===== src/rtl/mult_div_unit.sv =====
// Iterative MULT/MULTU/DIV/DIVU unit producing one bit per clock into HI/LO.
// Magnitudes are processed unsigned; sign correction is applied once in the FIX cycle.
module mult_div_unit #(
  parameter int WIDTH = 32
) (
  input  logic             clk,
  input  logic             rst,
  input  logic             start,
  input  logic [1:0]       op,
  input  logic [WIDTH-1:0] a,
  input  logic [WIDTH-1:0] b,
  output logic             busy,
  output logic             done,
  output logic             div_by_zero,
  output logic [WIDTH-1:0] hi,
  output logic [WIDTH-1:0] lo
);

  localparam int CW = $clog2(WIDTH + 1);

  typedef enum logic [1:0] {IDLE, RUN, FIX} state_t;

  state_t               state, state_nx;
  logic                 accept;
  logic                 is_div_q, neg_q_q, neg_r_q, bz_q;
  logic [WIDTH-1:0]     a_q, mb_q;
  logic [2*WIDTH-1:0]   acc, acc_nx;
  logic [CW-1:0]        cnt;

  // Operand magnitudes; only signed ops (op[0]) look at the sign bits.
  logic             a_neg, b_neg;
  logic [WIDTH-1:0] a_abs, b_abs;
  assign a_neg = op[0] & a[WIDTH-1];
  assign b_neg = op[0] & b[WIDTH-1];
  assign a_abs = a_neg ? -a : a;
  assign b_abs = b_neg ? -b : b;

  assign accept = (state == IDLE) && start;
  assign busy   = (state != IDLE);

  always_ff @(posedge clk or negedge rst) begin
    if (!rst) state <= IDLE;
    else      state <= state_nx;
  end

  // NOTE: every always_comb output gets a default first so no path can infer a latch.
  always_comb begin
    state_nx = state;
    unique case (state)
      IDLE:    if (start) state_nx = RUN;
      RUN:     if (cnt == CW'(1)) state_nx = FIX;
      FIX:     state_nx = IDLE;
      default: state_nx = IDLE;
    endcase
  end

  // One iteration: shift-add for multiply, restoring step for divide.
  logic [WIDTH:0]   mul_sum;
  logic [WIDTH+1:0] div_trial;
  always_comb begin
    mul_sum   = {1'b0, acc[2*WIDTH-1:WIDTH]} + {1'b0, mb_q};
    div_trial = {1'b0, acc[2*WIDTH-1:WIDTH], acc[WIDTH-1]} - {2'b00, mb_q};
    acc_nx    = acc;
    if (is_div_q) begin
      if (div_trial[WIDTH+1]) acc_nx = {acc[2*WIDTH-2:0], 1'b0};
      else                    acc_nx = {div_trial[WIDTH-1:0], acc[WIDTH-2:0], 1'b1};
    end else begin
      if (acc[0]) acc_nx = {mul_sum, acc[WIDTH-1:1]};
      else        acc_nx = {1'b0, acc[2*WIDTH-1:1]};
    end
  end

  // Sign-corrected results presented at the FIX edge.
  logic [2*WIDTH-1:0] prod;
  logic [WIDTH-1:0]   quot, rem;
  always_comb begin
    prod = neg_q_q ? -acc : acc;
    quot = neg_q_q ? -acc[WIDTH-1:0] : acc[WIDTH-1:0];
    rem  = neg_r_q ? -acc[2*WIDTH-1:WIDTH] : acc[2*WIDTH-1:WIDTH];
  end

  // NOTE: all state is plain registers (no memories), so everything is cleared by reset.
  always_ff @(posedge clk or negedge rst) begin
    if (!rst) begin
      is_div_q    <= 1'b0;
      neg_q_q     <= 1'b0;
      neg_r_q     <= 1'b0;
      bz_q        <= 1'b0;
      a_q         <= '0;
      mb_q        <= '0;
      acc         <= '0;
      cnt         <= '0;
      done        <= 1'b0;
      div_by_zero <= 1'b0;
      hi          <= '0;
      lo          <= '0;
    end else begin
      // NOTE: non-blocking assignments so every register samples pre-edge values.
      done <= 1'b0;
      if (accept) begin
        is_div_q    <= op[1];
        neg_q_q     <= a_neg ^ b_neg;
        neg_r_q     <= a_neg;
        bz_q        <= (b == '0);
        a_q         <= a;
        mb_q        <= op[1] ? b_abs : a_abs;
        acc         <= {{WIDTH{1'b0}}, op[1] ? a_abs : b_abs};
        cnt         <= CW'(WIDTH);
        div_by_zero <= 1'b0;
      end else if (state == RUN) begin
        acc <= acc_nx;
        cnt <= cnt - CW'(1);
      end else if (state == FIX) begin
        done <= 1'b1;
        if (is_div_q && bz_q) begin
          lo          <= '1;
          hi          <= a_q;
          div_by_zero <= 1'b1;
        end else if (is_div_q) begin
          lo <= quot;
          hi <= rem;
        end else begin
          lo <= prod[WIDTH-1:0];
          hi <= prod[2*WIDTH-1:WIDTH];
        end
      end
    end
  end

endmodule


===== config.mk =====
export PLATFORM = sky130hd
export DESIGN_NAME = mult_div_unit
export DESIGN_NICKNAME = d
export VERILOG_FILES = /design/src/rtl/mult_div_unit.sv
export SDC_FILE = /design/constraint.sdc
export NUM_CORES = 1
export LEC_CHECK = 0
export BUFFER_PORTS_ARGS = -buffer_cell sky130_fd_sc_hd__buf_2
export CORE_UTILIZATION = 42
export DETAILED_ROUTE_END_ITERATION = 16
export GPL_TIMING_DRIVEN = 1
export PLACE_DENSITY = 0.74
export SYNTH_ARGS = -nofsm -noshare
export SYNTH_HDL_FRONTEND = slang
export SYNTH_SLANG_ARGS = --single-unit
export TNS_END_PERCENT = 20

===== constraint.sdc =====
create_clock -name clk -period 3.2 [get_ports clk]
set_input_delay 0 -clock clk [delete_from_list [all_inputs] [get_ports clk]]
set_output_delay 0 -clock clk [all_outputs]
set_load 0.03 [all_outputs]

# Yosys cells after proc, flatten, opt, wreduce, memory -nomap -nowiden
# Cells that the tools add are included.
[totals]
regBits = 206
inputBits = 69
out_inout_bits = 67
wordCells = 71
[classes]
add_sub_neg = 8
n_eq_ne = 6
mux = 28
n_bitwise = 5
reduce_logical = 11
[op_table]
columns = ["operator", "n"]
rows = [
  ["64-bit two-way mux", 6],
  ["32-bit two-way mux", 10],
  ["32-bit negation", 4],
  ["64-bit negation", 1],
  ["33-bit by 32-bit subtractor with 34-bit output", 1],
  ["32-bit by 32-bit adder with 33-bit output", 1],
  ["32-bit zero test", 1],
  ["6-bit two-way mux", 2],
  ["2-bit nonzero test", 4],
  ["1-bit two-way mux", 7],
  ["6-bit by 1-bit == test with 1-bit output (second input constant)", 1],
  ["2-bit != test (second input constant)", 3],
  ["3-bit AND reduction", 2],
  ["6-bit by 1-bit subtractor with 6-bit output (second input constant)", 1],
  ["2-bit two-way mux", 2],
  ["2-bit one-hot mux with 2 select lines", 1],
  ["1-bit bitwise AND", 2],
  ["2-bit by 1-bit == test with 1-bit output (second input constant)", 1],
  ["2-bit == test (second input constant)", 1],
  ["1-bit logical AND", 2],
  ["2-bit zero test", 1],
  ["1-bit inverter", 2],
  ["2-bit AND reduction", 1],
  ["1-bit XOR", 1],
]

# Logic depth before layout (Yosys ltp)
[depth]
depth_word = 5
ltp_mapped = 14
ltp_nobuf = 13

# Least setup slack after synthesis
# Ideal clock, no wire load.
[synth_timing]
kind = "reg2reg"
startpoint = "register acc[0]"
endpoint = "register hi[30]"
setup_ns = 0.127
t_arrival_ns = 3.039
required_ns = 3.073
setup_slack_ns = 0.034
path_stages_with_launch = 14
path_buffers = 3
period_less_slack_ns = 3.166
cell_sequence = "dfrtp_1 > clkbuf_1 > inv_1 > clkbuf_1 > ha_1 > nand2b_1 > or3_1 > or4_1 > buf_6 > o21a_1 > a211oi_2 > a22oi_1 > xnor2_1 > o21ai_1"
[synth_between]
elab_chain_len = 4
[synth_lines]
columns = ["element", "line", "text"]
rows = [
  ["start: declaration", "27", "logic [2*WIDTH-1:0] acc, acc_nx;"],
  ["start signal: assignment", "107", "acc <= {{WIDTH{1'b0}}, op[1] ? a_abs : b_abs};"],
  ["start signal: assignment", "111", "acc <= acc_nx;"],
  ["64-bit negation", "77", "prod = neg_q_q ? -acc : acc;"],
  ["64-bit two-way mux", "77", ""],
  ["32-bit two-way mux", "119", "end else if (is_div_q) begin"],
  ["32-bit two-way mux", "115", "if (is_div_q && bz_q) begin"],
  ["end signal: assignment", "117", "hi <= a_q;"],
  ["end signal: assignment", "121", "hi <= rem;"],
  ["end signal: assignment", "124", "hi <= prod[2*WIDTH-1:WIDTH];"],
  ["end: declaration", "15", "output logic [WIDTH-1:0] hi,"],
]
# Every way passes these cells.
# A chain may end at the register's enable or synchronous reset.

# Worst setup path after layout
[layout_timing]
startpoint = "register acc[19]"
endpoint = "register hi[2]"
# Same word-level chain as after synthesis.

==> flow_metrics.tcl <==
set metrics [dict create \
    cts_buffer_depth 3 \
    crit_buf_inv 1 \
    numCtsBuffers 24 \
    drv_cap 0 \
    via_count 17000 \
    synth_top_area_frac 0.319 \
    yosys_warnings 0 \
    crit_path_max_incr_delay_ns 0.55 \
    synth_edf_count 0 \
    r2r_setup_slack_ns 0.09 \
    worstSetupEndpointType "register" \
    hold_start "b[18]" \
    utilization 0.526 \
    seqPwrFrac 0.422 \
    cp.arrival_ns 3.53 \
    gr-total-overflow 0 \
    drive_gt1_frac 0.175 \
    p_sw_uw 1480 \
    regArea_sq_mm 0.00516 \
    swShare 0.239 \
    crit_chain "or4_4 > or4_4 > or4_1 > buf_6 > o21ai_1 > a21oi_1 > xnor2_1 > nand2_1 > o21ai_0 > o21ai_0" \
    synthTopCellsByArea "dfrtp_1 (32%), nand2_1 (6.8%), a21oi_1 (5.7%)" \
    cp-start-kind "register" \
    n_fill_cell 3558 \
    slew_violations 0 \
    min_to "acc[18]" \
    setup_viol 0 \
    cts_tree "built" \
    yosys.area.top_type "dfrtp_1" \
    yosysMostFrequentCell "nand2_1" \
    gp_congestion 1.01 \
    syn2layout_area_growth_pct 22.9 \
    p_leak_uw 0.00893 \
    die_y_um 198 \
    path_depth 10 \
    drtPass1Iterations 7 \
    worstMarginPinSlew_ns 0.857 \
    path_class "register to register" \
    groute.usage.overall 0.319 \
    slew_headroom 0.429 \
    internal_power_uw 4690 \
    dieArea_sq_mm 0.0392 \
    combinationalPowerShare 0.075 \
    r2r_cells 10 \
    critical_path.top_delay_family "simple AND/OR/NAND/NOR gates" \
    cts.sink_count 206 \
    synth_common_cells "nand2_1 (291), dfrtp_1 (206), a21oi_1 (185)" \
    fin_nets 2423 \
    critPathLaunch "acc[19]" \
    drt_iter0_markers 1698 \
    pre_cts_slack_ns -0.132 \
    clock_latency_ns 0.55 \
    p_clk_frac 0.502 \
    r2r-end "hi[2]" \
    post-route-period-util 0.973 \
    io_pins 136 \
    skew_ns 0.0206 \
    setup_tns_ns 0 \
    path_max_fanout 8 \
    cts_max_level 1 \
    first_global_vias 16200 \
    postRouteAntennaNets 0 \
    holdPathStages 4 \
    drt-vias-per-instance 6.05 \
    ys.flop_type "dfrtp_1" \
    rsz0062_at_grt "true" \
    min_period_ns 3.11 \
    fp.dieW_um 198 \
    port-buffer-count 135 \
    hold_violations 0 \
    crit_slowest_cell "or4_1" \
    hpwl_mm 47.8 \
    worst_ep_required_time_ns 3.62 \
    power_density_mw_per_mm2 311 \
    drc 0 \
    start_util 0.428 \
    outcome "finished, final reports clean" \
    routedWlPerCell_um 22.2 \
    peakVddDrop_uv 404 \
    netlist_instances 2033 \
    async_flop_share 1.00 \
    routed_wirelength_mm 62.5 \
    core_sq_mm 0.0378 \
    multi_input_area_sq_mm 0.0105 \
    antenna_found_initial 2 \
    postSynthAreaPerCell_sq_um 7.94 \
    grt_first_pass_wirelength_mm 95.5 \
    placementRows 71 \
    synth_seq_cells 206 \
    min_path_type "input pin to register" \
    crit-reg2reg-launch "acc[19]" \
    yosysSeqAreaShare 0.319 \
    yosysUniqueCellTypes 75 \
    root_buffer "clkbuf_16" \
    netlist_area_sq_mm 0.0161 \
    syn_nets 2174 \
    fin_ws_ns 0.0862 \
    max_freq_mhz 321 \
    cts.reportedPaths.clkPinSlew_ns 0.07 \
    grt_max_degree 79 \
]
-- routing by layer --
layer | vias up | wire length [um] | track usage
met2 | 828 | 28200 | 0.502
met3 | 164 | 5420 | 0.0560
met5 | - | 13 | 0
li1 | 7855 | - | -
met1 | 8166 | 25900 | 0.425
met4 | 2 | 2980 | 0.144
-- stage by stage --
step / cells / hold slack [ns] / total power (uW) / area [sq um]
5_1_grt: 2811 / 0.0420 / 6330 / 19800
3_3_place_gp: 2709 / 0.00211 / 3050 / 18200
6_report: 2812 / 0.0128 / 6170 / 19800
4_1_cts: 2809 / 0.00424 / 6190 / 19700
3_5_place_dp: 2709 / 0.00402 / 3050 / 18200
2_1_floorplan: 2033 / -0.296 / 2820 / 16100
-- kinds of logic (layout without fill, tap and decap cells) --
group,count (synthesis),in the layout,synth area share
and+or+nand+nor,711,711,0.205
AOI/OAI and AO/OA,638,638,0.248
DFF,206,206,0.319
buffers and inverters,181,448,0.0431
xor gates and xnor gates,163,163,0.0884
adders and majority gates,72,72,0.0567
muxes,62,62,0.0391
other,0,1,0
-- how the worst max path moves through the flow --
stage | end | slack, ns
after floorplan | hi[30] | 0.03
after global placement | acc[58] | -0.09
after detailed placement | acc[58] | -0.13
after CTS | acc[58] | 0.001
after global routing | hi[2] | -0.04
final | hi[2] | 0.09
-- worst reg2reg max path: stages, from the launching register on --
cell and delay (ns):
dfrtp_1 0.38, or4_4 0.54, or4_4 0.47, or4_1 0.55
buf_6 0.18, o21ai_1 0.18, a21oi_1 0.10, xnor2_1 0.25
nand2_1 0.09, o21ai_0 0.13, o21ai_0 0.13
-- timing repair --
item,CTS,global route
cloned,0,0
setup endpoints to repair,3,33
hold endpoints to repair,227,0
pin swaps,1,10
setup buffers,0,2
hold buffers,56,0
gates resized for setup,6,46
-- power groups by stage --
stage               Combinational (uW)  Sequential (uW)  Clock [uW]
detailed placement                 400             2650           0
global route                       500             2600        3230
finish                             463             2600        3100
global placement                   396             2650           0
floorplan                          170             2650           0
CTS                                455             2600        3130
-- state kept, by name, indices dropped and copies added, names as in the netlist, 2 cells and up --
signal / count
acc: 64
state: 2
hi: 32
mb_q: 32
a_q: 32
lo: 32
cnt: 6
-- layout by cell type (no fill, tap or decap), drive strengths merged, types with 16 or more instances in the layout --
master       instances
and2                17
a21o                28
nand2              291
buf                287
a21oi              185
or4                 19
nand2b              16
clkbuf              34
dfrtp              206
nand3               39
or3                 32
mux2i               54
dlygate4sd3         55
a211oi              24
nor3                31
xnor2               78
o31ai               30
xor2                85
a31oi               20
inv                 60
ha                  70
nor4                18
o211ai              48
nor2               178
nor2b               18
o21ai              178
-- area by class of cell --
| cell class | count | area share |
|---|---|---|
| Clock inverter | 11 | 0.00946 |
| Clock buffer | 33 | 0.0351 |
| Tap cell | 511 | 0.0322 |
| Sequential cell | 206 | 0.260 |
| Multi-Input combinational cell | 1646 | 0.528 |
| Inverter | 61 | 0.0115 |
| Antenna cell | 1 | 0.000126 |
| Timing Repair Buffer | 343 | 0.123 |
Note: power is estimated with default switching activity, not from simulation.
